$ cat config.mk
export PLATFORM = sky130hd
export DESIGN_NAME = alu_control_sequencer
export DESIGN_NICKNAME = d
export VERILOG_FILES = /design/src/rtl/alu_control_sequencer_pkg.sv /design/src/rtl/alu_control_sequencer_reg_sel_decoder.sv /design/src/rtl/alu_control_sequencer.sv
export SDC_FILE = /design/constraint.sdc
export NUM_CORES = 1
export LEC_CHECK = 0
export BUFFER_PORTS_ARGS = -buffer_cell sky130_fd_sc_hd__buf_2
export CAP_MARGIN = 15
export CORE_MARGIN = 2
export CORE_UTILIZATION = 38
export CTS_BUF_LIST = sky130_fd_sc_hd__clkbuf_4 sky130_fd_sc_hd__clkbuf_8
export CTS_CLUSTER_SIZE = 12
export DETAILED_ROUTE_END_ITERATION = 8
export GPL_ROUTABILITY_DRIVEN = 0
export PLACE_DENSITY = 0.89
export SYNTH_ARGS = -nofsm -noshare
export SYNTH_HDL_FRONTEND = slang
export SYNTH_SLANG_ARGS = --single-unit
export TNS_END_PERCENT = 30
$ cat constraint.sdc
create_clock -name clock -period 2.3 [get_ports clock]
set_input_delay 0.46 -clock clock [delete_from_list [all_inputs] [get_ports clock]]
set_output_delay 0.46 -clock clock [all_outputs]
set_load 0.005 [all_outputs]
$ cat src/rtl/alu_control_sequencer_pkg.sv
// Shared encodings for the ALU control sequencer: ALU/opcode values, FSM states,
// IR field positions and the opcode classifier used by the execute steps.
package cpu_ctrl_pkg;

  localparam logic [4:0] ALU_ADD  = 5'd0;
  localparam logic [4:0] ALU_SUB  = 5'd1;
  localparam logic [4:0] ALU_MUL  = 5'd2;
  localparam logic [4:0] ALU_DIV  = 5'd3;
  localparam logic [4:0] ALU_SHR  = 5'd4;
  localparam logic [4:0] ALU_SHRA = 5'd5;
  localparam logic [4:0] ALU_SHL  = 5'd6;
  localparam logic [4:0] ALU_ROR  = 5'd7;
  localparam logic [4:0] ALU_ROL  = 5'd8;
  localparam logic [4:0] ALU_AND  = 5'd9;
  localparam logic [4:0] ALU_OR   = 5'd10;
  localparam logic [4:0] ALU_NEG  = 5'd11;
  localparam logic [4:0] ALU_NOT  = 5'd12;

  localparam logic [4:0] OP_NOP   = 5'd30;
  localparam logic [4:0] OP_HALT  = 5'd31;

  localparam int OPC_MSB   = 31;
  localparam int OPC_LSB   = 27;
  localparam int RA_MSB    = 26;
  localparam int RA_LSB    = 23;
  localparam int RB_MSB    = 22;
  localparam int RB_LSB    = 19;
  localparam int RC_MSB    = 18;
  localparam int RC_LSB    = 15;
  localparam int REG_IDX_W = 4;

  typedef enum logic [3:0] {
    IDLE,
    T0,
    T1,
    T2,
    T3,
    T4,
    T5,
    T6,
    T7,
    HALTED
  } state_e;

  typedef enum logic [2:0] {
    CLS_BINARY,
    CLS_UNARY,
    CLS_MULDIV,
    CLS_NOP,
    CLS_HALT,
    CLS_ILLEGAL
  } op_class_e;

  // Opcodes share the ALU encoding, so the class alone picks the execute sequence.
  function automatic op_class_e classify(input logic [4:0] opcode);
    op_class_e cls;
    case (opcode)
      ALU_ADD, ALU_SUB, ALU_AND, ALU_OR, ALU_SHR,
      ALU_SHRA, ALU_SHL, ALU_ROR, ALU_ROL:  cls = CLS_BINARY;
      ALU_NEG, ALU_NOT:                     cls = CLS_UNARY;
      ALU_MUL, ALU_DIV:                     cls = CLS_MULDIV;
      OP_NOP:                               cls = CLS_NOP;
      OP_HALT:                              cls = CLS_HALT;
      default:                              cls = CLS_ILLEGAL;
    endcase
    return cls;
  endfunction

endpackage

$ cat src/rtl/alu_control_sequencer_reg_sel_decoder.sv
// Register-select decoder: turns a register index field into a one-hot enable bus,
// all zeros when not enabled.
module reg_sel_decoder
  import cpu_ctrl_pkg::*;
#(
  parameter int NUM_REGS = 16
) (
  input  logic                 en_i,
  input  logic [REG_IDX_W-1:0] sel_i,
  output logic [NUM_REGS-1:0]  onehot_o
);

  always_comb begin
    onehot_o = '0;
    for (int n = 0; n < NUM_REGS; n++) begin
      onehot_o[n] = en_i && (sel_i == REG_IDX_W'(n));
    end
  end

endmodule

$ cat src/rtl/alu_control_sequencer.sv
// Multi-cycle control sequencer for the DataPath: fetch (T0-T3), decode in T4 and
// the execute steps for ALU-class instructions, with a bounded memory wait.
module alu_control_sequencer
  import cpu_ctrl_pkg::*;
#(
  parameter int NUM_REGS    = 16,
  parameter int DATA_W      = 32,
  parameter int MEM_TIMEOUT = 15
) (
  input  logic                clock,
  input  logic                clear,
  input  logic                start,
  input  logic                mem_ready,
  input  logic [DATA_W-1:0]   ir,
  output logic [NUM_REGS-1:0] Rin,
  output logic [NUM_REGS-1:0] Rout,
  output logic                PCin,
  output logic                PCout,
  output logic                IncPC,
  output logic                IRin,
  output logic                Yin,
  output logic                Zin,
  output logic                HIin,
  output logic                LOin,
  output logic                MARin,
  output logic                MDRin,
  output logic                MDRout,
  output logic                Read,
  output logic                Zhighout,
  output logic                Zlowout,
  output logic [4:0]          ALU_op,
  output logic                busy,
  output logic                halted,
  output logic                instr_done,
  output logic                illegal_op,
  output logic                mem_error
);

  localparam int WAIT_W = $clog2(MEM_TIMEOUT + 1);
  localparam logic [WAIT_W-1:0] WAIT_LAST = WAIT_W'(MEM_TIMEOUT - 1);

  state_e            state_q, state_d;
  logic [WAIT_W-1:0] wait_q, wait_d;
  logic              memErr_q, memErr_d;

  logic [4:0]           opcode;
  logic [REG_IDX_W-1:0] fieldRa;
  logic [REG_IDX_W-1:0] fieldRb;
  logic [REG_IDX_W-1:0] fieldRc;
  op_class_e            opClass;
  logic                 unusedIr;

  logic                 rinEn;
  logic                 routEn;
  logic [REG_IDX_W-1:0] rinSel;
  logic [REG_IDX_W-1:0] routSel;

  assign opcode   = ir[OPC_MSB:OPC_LSB];
  assign fieldRa  = ir[RA_MSB:RA_LSB];
  assign fieldRb  = ir[RB_MSB:RB_LSB];
  assign fieldRc  = ir[RC_MSB:RC_LSB];
  assign opClass  = classify(opcode);
  assign unusedIr = ^ir[RC_LSB-1:0];

  always_ff @(posedge clock) begin
    if (clear) begin
      state_q  <= IDLE;
      wait_q   <= '0;
      memErr_q <= 1'b0;
    end else begin
      state_q  <= state_d;
      wait_q   <= wait_d;
      memErr_q <= memErr_d;
    end
  end

  // The wait counter only advances while stalled in T2 and is zero everywhere else.
  always_comb begin
    state_d  = state_q;
    wait_d   = '0;
    memErr_d = memErr_q;
    case (state_q)
      IDLE: begin
        if (start) begin
          state_d  = T0;
          memErr_d = 1'b0;
        end
      end
      T0: state_d = T1;
      T1: state_d = T2;
      T2: begin
        if (mem_ready) begin
          state_d = T3;
        end else if (wait_q == WAIT_LAST) begin
          state_d  = IDLE;
          memErr_d = 1'b1;
        end else begin
          wait_d = wait_q + WAIT_W'(1);
        end
      end
      T3: state_d = T4;
      T4: begin
        case (opClass)
          CLS_BINARY, CLS_UNARY, CLS_MULDIV: state_d = T5;
          CLS_HALT:                          state_d = HALTED;
          default:                           state_d = T0;
        endcase
      end
      T5: begin
        if (opClass == CLS_BINARY || opClass == CLS_MULDIV) begin
          state_d = T6;
        end else begin
          state_d = T0;
        end
      end
      T6: state_d = (opClass == CLS_MULDIV) ? T7 : T0;
      T7: state_d = T0;
      HALTED: state_d = HALTED;
      default: state_d = IDLE;
    endcase
  end

  always_comb begin
    PCin       = 1'b0;
    PCout      = 1'b0;
    IncPC      = 1'b0;
    IRin       = 1'b0;
    Yin        = 1'b0;
    Zin        = 1'b0;
    HIin       = 1'b0;
    LOin       = 1'b0;
    MARin      = 1'b0;
    MDRin      = 1'b0;
    MDRout     = 1'b0;
    Read       = 1'b0;
    Zhighout   = 1'b0;
    Zlowout    = 1'b0;
    ALU_op     = ALU_ADD;
    busy       = 1'b1;
    halted     = 1'b0;
    instr_done = 1'b0;
    illegal_op = 1'b0;
    rinEn      = 1'b0;
    rinSel     = fieldRa;
    routEn     = 1'b0;
    routSel    = fieldRb;
    case (state_q)
      IDLE: busy = 1'b0;
      HALTED: begin
        busy   = 1'b0;
        halted = 1'b1;
      end
      T0: begin
        PCout = 1'b1;
        MARin = 1'b1;
        IncPC = 1'b1;
        Zin   = 1'b1;
      end
      T1: begin
        Zlowout = 1'b1;
        PCin    = 1'b1;
      end
      T2: begin
        Read  = 1'b1;
        MDRin = 1'b1;
      end
      T3: begin
        MDRout = 1'b1;
        IRin   = 1'b1;
      end
      T4: begin
        case (opClass)
          CLS_BINARY: begin
            routEn = 1'b1;
            Yin    = 1'b1;
          end
          CLS_UNARY: begin
            routEn = 1'b1;
            ALU_op = opcode;
            Zin    = 1'b1;
          end
          CLS_MULDIV: begin
            routEn  = 1'b1;
            routSel = fieldRa;
            Yin     = 1'b1;
          end
          CLS_NOP:     instr_done = 1'b1;
          CLS_ILLEGAL: illegal_op = 1'b1;
          default: ;
        endcase
      end
      T5: begin
        case (opClass)
          CLS_BINARY: begin
            routEn  = 1'b1;
            routSel = fieldRc;
            ALU_op  = opcode;
            Zin     = 1'b1;
          end
          CLS_MULDIV: begin
            routEn = 1'b1;
            ALU_op = opcode;
            Zin    = 1'b1;
          end
          CLS_UNARY: begin
            Zlowout    = 1'b1;
            rinEn      = 1'b1;
            instr_done = 1'b1;
          end
          default: ;
        endcase
      end
      T6: begin
        Zlowout = 1'b1;
        if (opClass == CLS_MULDIV) begin
          LOin = 1'b1;
        end else begin
          rinEn      = 1'b1;
          instr_done = 1'b1;
        end
      end
      T7: begin
        Zhighout   = 1'b1;
        HIin       = 1'b1;
        instr_done = 1'b1;
      end
      default: busy = 1'b0;
    endcase
  end

  assign mem_error = memErr_q;

  reg_sel_decoder #(.NUM_REGS(NUM_REGS)) u_rinDecoder (
    .en_i     (rinEn),
    .sel_i    (rinSel),
    .onehot_o (Rin)
  );

  reg_sel_decoder #(.NUM_REGS(NUM_REGS)) u_routDecoder (
    .en_i     (routEn),
    .sel_i    (routSel),
    .onehot_o (Rout)
  );

endmodule

**Yosys cells after proc, flatten, opt, wreduce, memory -nomap -nowiden**

Memory sizes are Yosys's and may differ from the RTL's.
Index checks and enable logic that the tools add are counted.

- Output and inout bits: 56
- Bits in read-only memories: 96
- Register bits: 9
- Memories: 1

- Equality and inequality tests: 49
- Muxes and demuxes: 39
- Bitwise operators: 1
- Add/subtract/negate cells: 1
- Reduce and logical (&&, ||, !) cells: 45

Memory list:

| name | words | width | read ports | clocked after memory_dff | write ports | RTL line | text |
|---|---|---|---|---|---|---|---|
| (no name shown) | 32 | 3 | 1 | 0 | 0 | alu_control_sequencer_pkg.sv:57 | `case (opcode)` |

Operators by type and width:

| operator | number |
|---|---|
| $eq 4x4->1 const B | 19 |
| $eq 4x3->1 const B | 12 |
| $pmux 4 s10 | 1 |
| $logic_and 1x1->1 | 32 |
| $eq 4x2->1 const B | 6 |
| $mux 4 | 6 |
| $mux 1 | 20 |
| $pmux 4 s2 | 2 |
| $eq 4x1->1 const B | 3 |
| $logic_not 4->1 | 3 |
| $mux 5 | 2 |
| $pmux 5 s2 | 1 |
| $pmux 1 s2 | 4 |
| $reduce_or 8->1 | 1 |
| $eq 3x2->1 const B | 2 |
| $eq 3x3->1 const B | 2 |
| $ne 2x2->1 const B | 3 |
| $add 4x1->4 const B | 1 |
| $pmux 1 s4 | 1 |
| $reduce_and 4->1 | 1 |
| $reduce_or 2->1 | 2 |
| $reduce_or 4->1 | 1 |
| $eq 3x1->1 const B | 1 |
| $logic_not 3->1 | 1 |
| 8 further kinds | 8 |

**Longest topological paths before layout**

An unclocked memory read counts as a cell.

- Word-level depth: 6
- Depth in mapped cells: 7

**Cells and area by module**

From an unflattened synthesis, not the netlist that was laid out.

- Cells, all modules: 174
- Area, all modules: 1176.1 µm²

By module, submodules not included:

| module | cells each | seq. area each (µm²) | area an instance (µm²) | instances |
|---|---|---|---|---|
| alu_control_sequencer | 128 | 180.2 | 940.9 | 1 |
| reg_sel_decoder | 23 | 0.0 | 117.6 | 2 |

**Worst setup path before layout**

No wires, ideal clock.

- Kind: input to output
- Start point: input ir[29]
- End point: output Rout[10]
- Path slack: -110 ps
- Arrival: 1950 ps
- Required time: 1840 ps
- Path buffers: 1
- Cell stages on the path: 6
- Path through: buf_2 or4b_4 nand2_1 a21oi_1 a221o_1 nor4_1

- Longest elaborated chain between the ends: 6
- Elaborated cells on any way between the ends: 14
- Classes of those cells: 3 x eq/ne; 6 x mux; 4 x reduce/logical; 1 x memory

RTL lines:

| element | RTL line | text |
|---|---|---|
| start: declaration | alu_control_sequencer.sv:14 | `input logic [DATA_W-1:0] ir,` |
| $mem_v2 32x3 (*) | -- |  |
| $eq 3x2->1 (tied with other cells) | alu_control_sequencer.sv:172, alu_control_sequencer.sv:193 |  |
| $mux 4 (tied with other cells) | alu_control_sequencer.sv:172 | `case (opClass)` |
| $pmux 4 s2 (tied with other cells) | alu_control_sequencer.sv:147 | `case (state_q)` |
| $eq 4x4->1 / $pmux 1 s2 (equally long branches) | alu_control_sequencer_reg_sel_decoder.sv:16, alu_control_sequencer.sv:147 |  |
| $logic_and 1x1->1 (*) | alu_control_sequencer_reg_sel_decoder.sv:16 | `onehot_o[n] = en_i && (sel_i == REG_IDX_W'(n));` |
| end: declaration | alu_control_sequencer.sv:16 | `output logic [NUM_REGS-1:0] Rout,` |

Every way passes the cells marked *; elsewhere a longest branch is shown, timed or not.

**Final worst setup path**

- Start point: register state_q[0]
- End point: output Rout[15]

- Longest elaborated chain between the ends: 4
- Elaborated cells on any way between the ends: 6
- Classes of those cells: 3 x eq/ne; 2 x mux; 1 x reduce/logical

RTL lines:

| element | RTL line | text |
|---|---|---|
| start: declaration | alu_control_sequencer.sv:42 | `state_e state_q, state_d;` |
| start signal: assignment | alu_control_sequencer.sv:71 | `state_q <= state_d;` |
| $eq 4x3->1 | alu_control_sequencer.sv:147 |  |
| $pmux 4 s2 | alu_control_sequencer.sv:147 |  |
| $eq 4x4->1 | alu_control_sequencer_reg_sel_decoder.sv:16 |  |
| $logic_and 1x1->1 (*) | alu_control_sequencer_reg_sel_decoder.sv:16 |  |

Marked as above.

==> flow_metrics.env <==
export IMPL_status="complete, but fails checks"
export IMPL_violations="negative setup slack"
export IMPL_synth_top_area_share_pct=14.5
export IMPL_syn_cell_area_um2=1240
export IMPL_yosysMostFrequentCell="nor2_1"
export IMPL_finalSetupViolCount=34
export IMPL_synthCells=183
export IMPL_insertion_delay_ns=0.25
export IMPL_area_delta_synth_final_pct=74.5
export IMPL_max_cap_violations=0
export IMPL_relSlewSlack_pct=65.5
export IMPL_final_cell_area_um2=2170
export IMPL_yosysWarnings=0
export IMPL_crit_fanout=5
export IMPL_critPathKind="reg -> out"
export IMPL_io_buffers=75
export IMPL_ys_seq_area_share_pct=14.5
export IMPL_wl_um=5210
export IMPL_hold_path_class="in -> reg"
export IMPL_netlist_top_cells_area="dfxtp_1 14%, nor3_1 8.0%, nor2_1 7.8%"
export IMPL_irDropWorstVdd_v=0.000285
export IMPL_yosys_cell_types_count=53
export IMPL_initial_core_util_pct=40.4
export IMPL_cp_end_kind="output pin"
export IMPL_holdWs_ns=0.396
export IMPL_fin_skew_ns=0.00788
export IMPL_p_switching_mw=0.192
export IMPL_grt_overflow=0
export IMPL_synth_edf_count=0
export IMPL_core_um2=3080
export IMPL_p_clk_share_pct=23.8
export IMPL_dp_hpwl_um=3310
export IMPL_sw_frac_of_total_pct=35.2
export IMPL_place_area_um2=1830
export IMPL_cts_tree="built"
export IMPL_cts_root_buf="clkbuf_4"
export IMPL_dieArea_um2=3750
export IMPL_min_period_over_period_pct=116
export IMPL_cp_start_kind="flop"
export IMPL_wl_per_cell_um=15.9
export IMPL_p_int_mw=0.354
export IMPL_final_seq_area_um2=188
export IMPL_synth_main_ff_cell="dfxtp_1"
export IMPL_grt_max_degree=12
export IMPL_cts_clk_slew_worst_paths_ns=0.06
export IMPL_period_needed_ns=2.66
export IMPL_syn_avg_cell_area_um2=6.80
export IMPL_detail_route_first_pass_iterations=4
export IMPL_via_count=1911
export IMPL_grt_pass1_vias=1576
export IMPL_via_per_inst=5.84
export IMPL_cp_cell_sequence="nor4bb_4 -> buf_4 -> and3_4 -> o22ai_2 -> a2111o_1 -> nor3_1 -> buf_2"
export IMPL_ys_seq_elements=9
export IMPL_antenna_found_initial=0
export IMPL_crit_arrival_ns=2.20
export IMPL_comb_power_share_pct=44.4
export IMPL_slowest_delay_ns=0.49
export IMPL_syn_nets=221
export IMPL_leakagePower_nw=1.08
export IMPL_fp_dieW_um=61.2
export IMPL_drive_above_1_share_pct=56.5
export IMPL_grt_pass1_wl_um=6890
export IMPL_multi_input_area_um2=1160
export IMPL_nNetsFinal=322
export IMPL_clockBufferDepth=2
export IMPL_final_hold_violation_count=0
export IMPL_cp_slowest_cell="a2111o_1"
export IMPL_synthArstFlopShare_pct=0
export IMPL_rsz0062_at_grt="yes"
export IMPL_worst_pin_slew_ns=0.518
export IMPL_fmax_ghz=0.376
export IMPL_dpl_worst_slack_ns=-0.351
export IMPL_cts_buffers=3
export IMPL_synth_top_area_cell="dfxtp_1"
export IMPL_p_seq_share_pct=31.8
export IMPL_n_antenna_cell=0
export IMPL_layout_setup_ws_ns=-0.359
export IMPL_slew_viol_final=0
export IMPL_htree_levels=1
export IMPL_fillers=234
export IMPL_cp_required_ns=1.84
export IMPL_io_pins=92
export IMPL_powerDensity_nw_per_um2=251
export IMPL_cts_num_sinks=9
export IMPL_drt_drc_violations_left=0
export IMPL_drt_initial_drc_count=163
export IMPL_grt_usage_pct=24.1
export IMPL_die_height_um=61.2
export IMPL_drtAntennaViolNets=0
export IMPL_core_rowCount=20
export IMPL_synth_commonest_cells="26 x nor2_1, 20 x nor3_1, 10 x inv_1, 10 x nand2_1"
-- routing by layer --
metal,vias up,GRT usage [%],routed length [um]
li1,874,-,-
met2,118,44.5,2850
met4,0,11.2,173
met5,-,0,0
met1,892,26.8,1820
met3,27,3.78,375
-- state kept, by name (all words and copies together) (netlist names) --
name / flops
state_q: 4
wait_q: 4
mem_error: 1
-- cells in the final DEF, fill, tap and decap left out, drive strengths merged, types with 2 or more instances in the layout --
cell type,count
nor2b,5
and3,4
or3,2
o211ai,3
a21boi,3
nand2b,6
nor3b,2
nor4b,3
and2,2
a31oi,3
nand3b,4
clkbuf,4
ha,2
nand3,2
or2,2
nand2,10
a21oi,9
xnor2,2
o211a,2
inv,10
nor2,26
o21ai,6
or3b,2
dfxtp,9
o2111a,2
a211oi,5
buf,110
nor4,8
nor3,21
-- cells by family after synthesis --
kind of cell	after synthesis	synth area share, %
buffers and inverters	24	9.95
DFF	9	14.5
xor gates and xnor gates	3	2.11
AOI/OAI and AO/OA	40	24.1
and+or+nand+nor	104	47.0
other	1	0.301
adders and majority gates	2	2.01
-- power by group through the flow --
stage,combinational (mW),clock (mW),sequential (mW)
floorplan,0.122,0,0.172
global placement,0.198,0,0.172
detailed placement,0.204,0,0.173
CTS,0.223,0.135,0.171
global route,0.260,0.148,0.174
finish,0.242,0.130,0.174
-- worst paths after layout --
check	cells after the start	slack [ns]	endpoint	startpoint
min	2	0.40	state_q[1]	clear
min reg2reg	1	0.47	wait_q[0]	wait_q[0]
max	7	-0.36	Rout[15]	state_q[0]
max reg2reg	6	0.49	wait_q[3]	state_q[3]
-- layout make-up --
class	count	share of cell area, %
Timing Repair Buffer	110	32.3
Tap cell	44	2.53
Sequential cell	9	8.64
Multi-Input combinational cell	150	53.4
Clock buffer	4	1.38
Inverter	10	1.73
-- critical path, delay by kind of cell (launching register included) --
kind,cells,cell delay [ns]
compound gates,2,0.57
buf+inv,2,0.33
flops,1,0.36
simple gates,3,0.68
-- repair_timing --
| item | 4_1_cts | 5_1_grt |
|---|---|---|
| cloned | 0 | 0 |
| pin swaps | 28 | 17 |
| hold buffers | 0 | 0 |
| setup endpoints to repair | 38 | 39 |
| gates resized for setup | 36 | 23 |
| setup buffers | 4 | 3 |
-- metrics by stage --
step	power, mW	setup TNS [ns]	instances	util, %
floorplan	0.294	-0.581	183	-
CTS	0.528	-4.63	324	66.4
global placement	0.370	-6.72	316	59.5
finish	0.545	-7.37	327	70.6
global route	0.582	-10.47	327	70.6
detailed placement	0.377	-7.39	316	59.5
No activity file was read; power rests on OpenSTA's default activity.
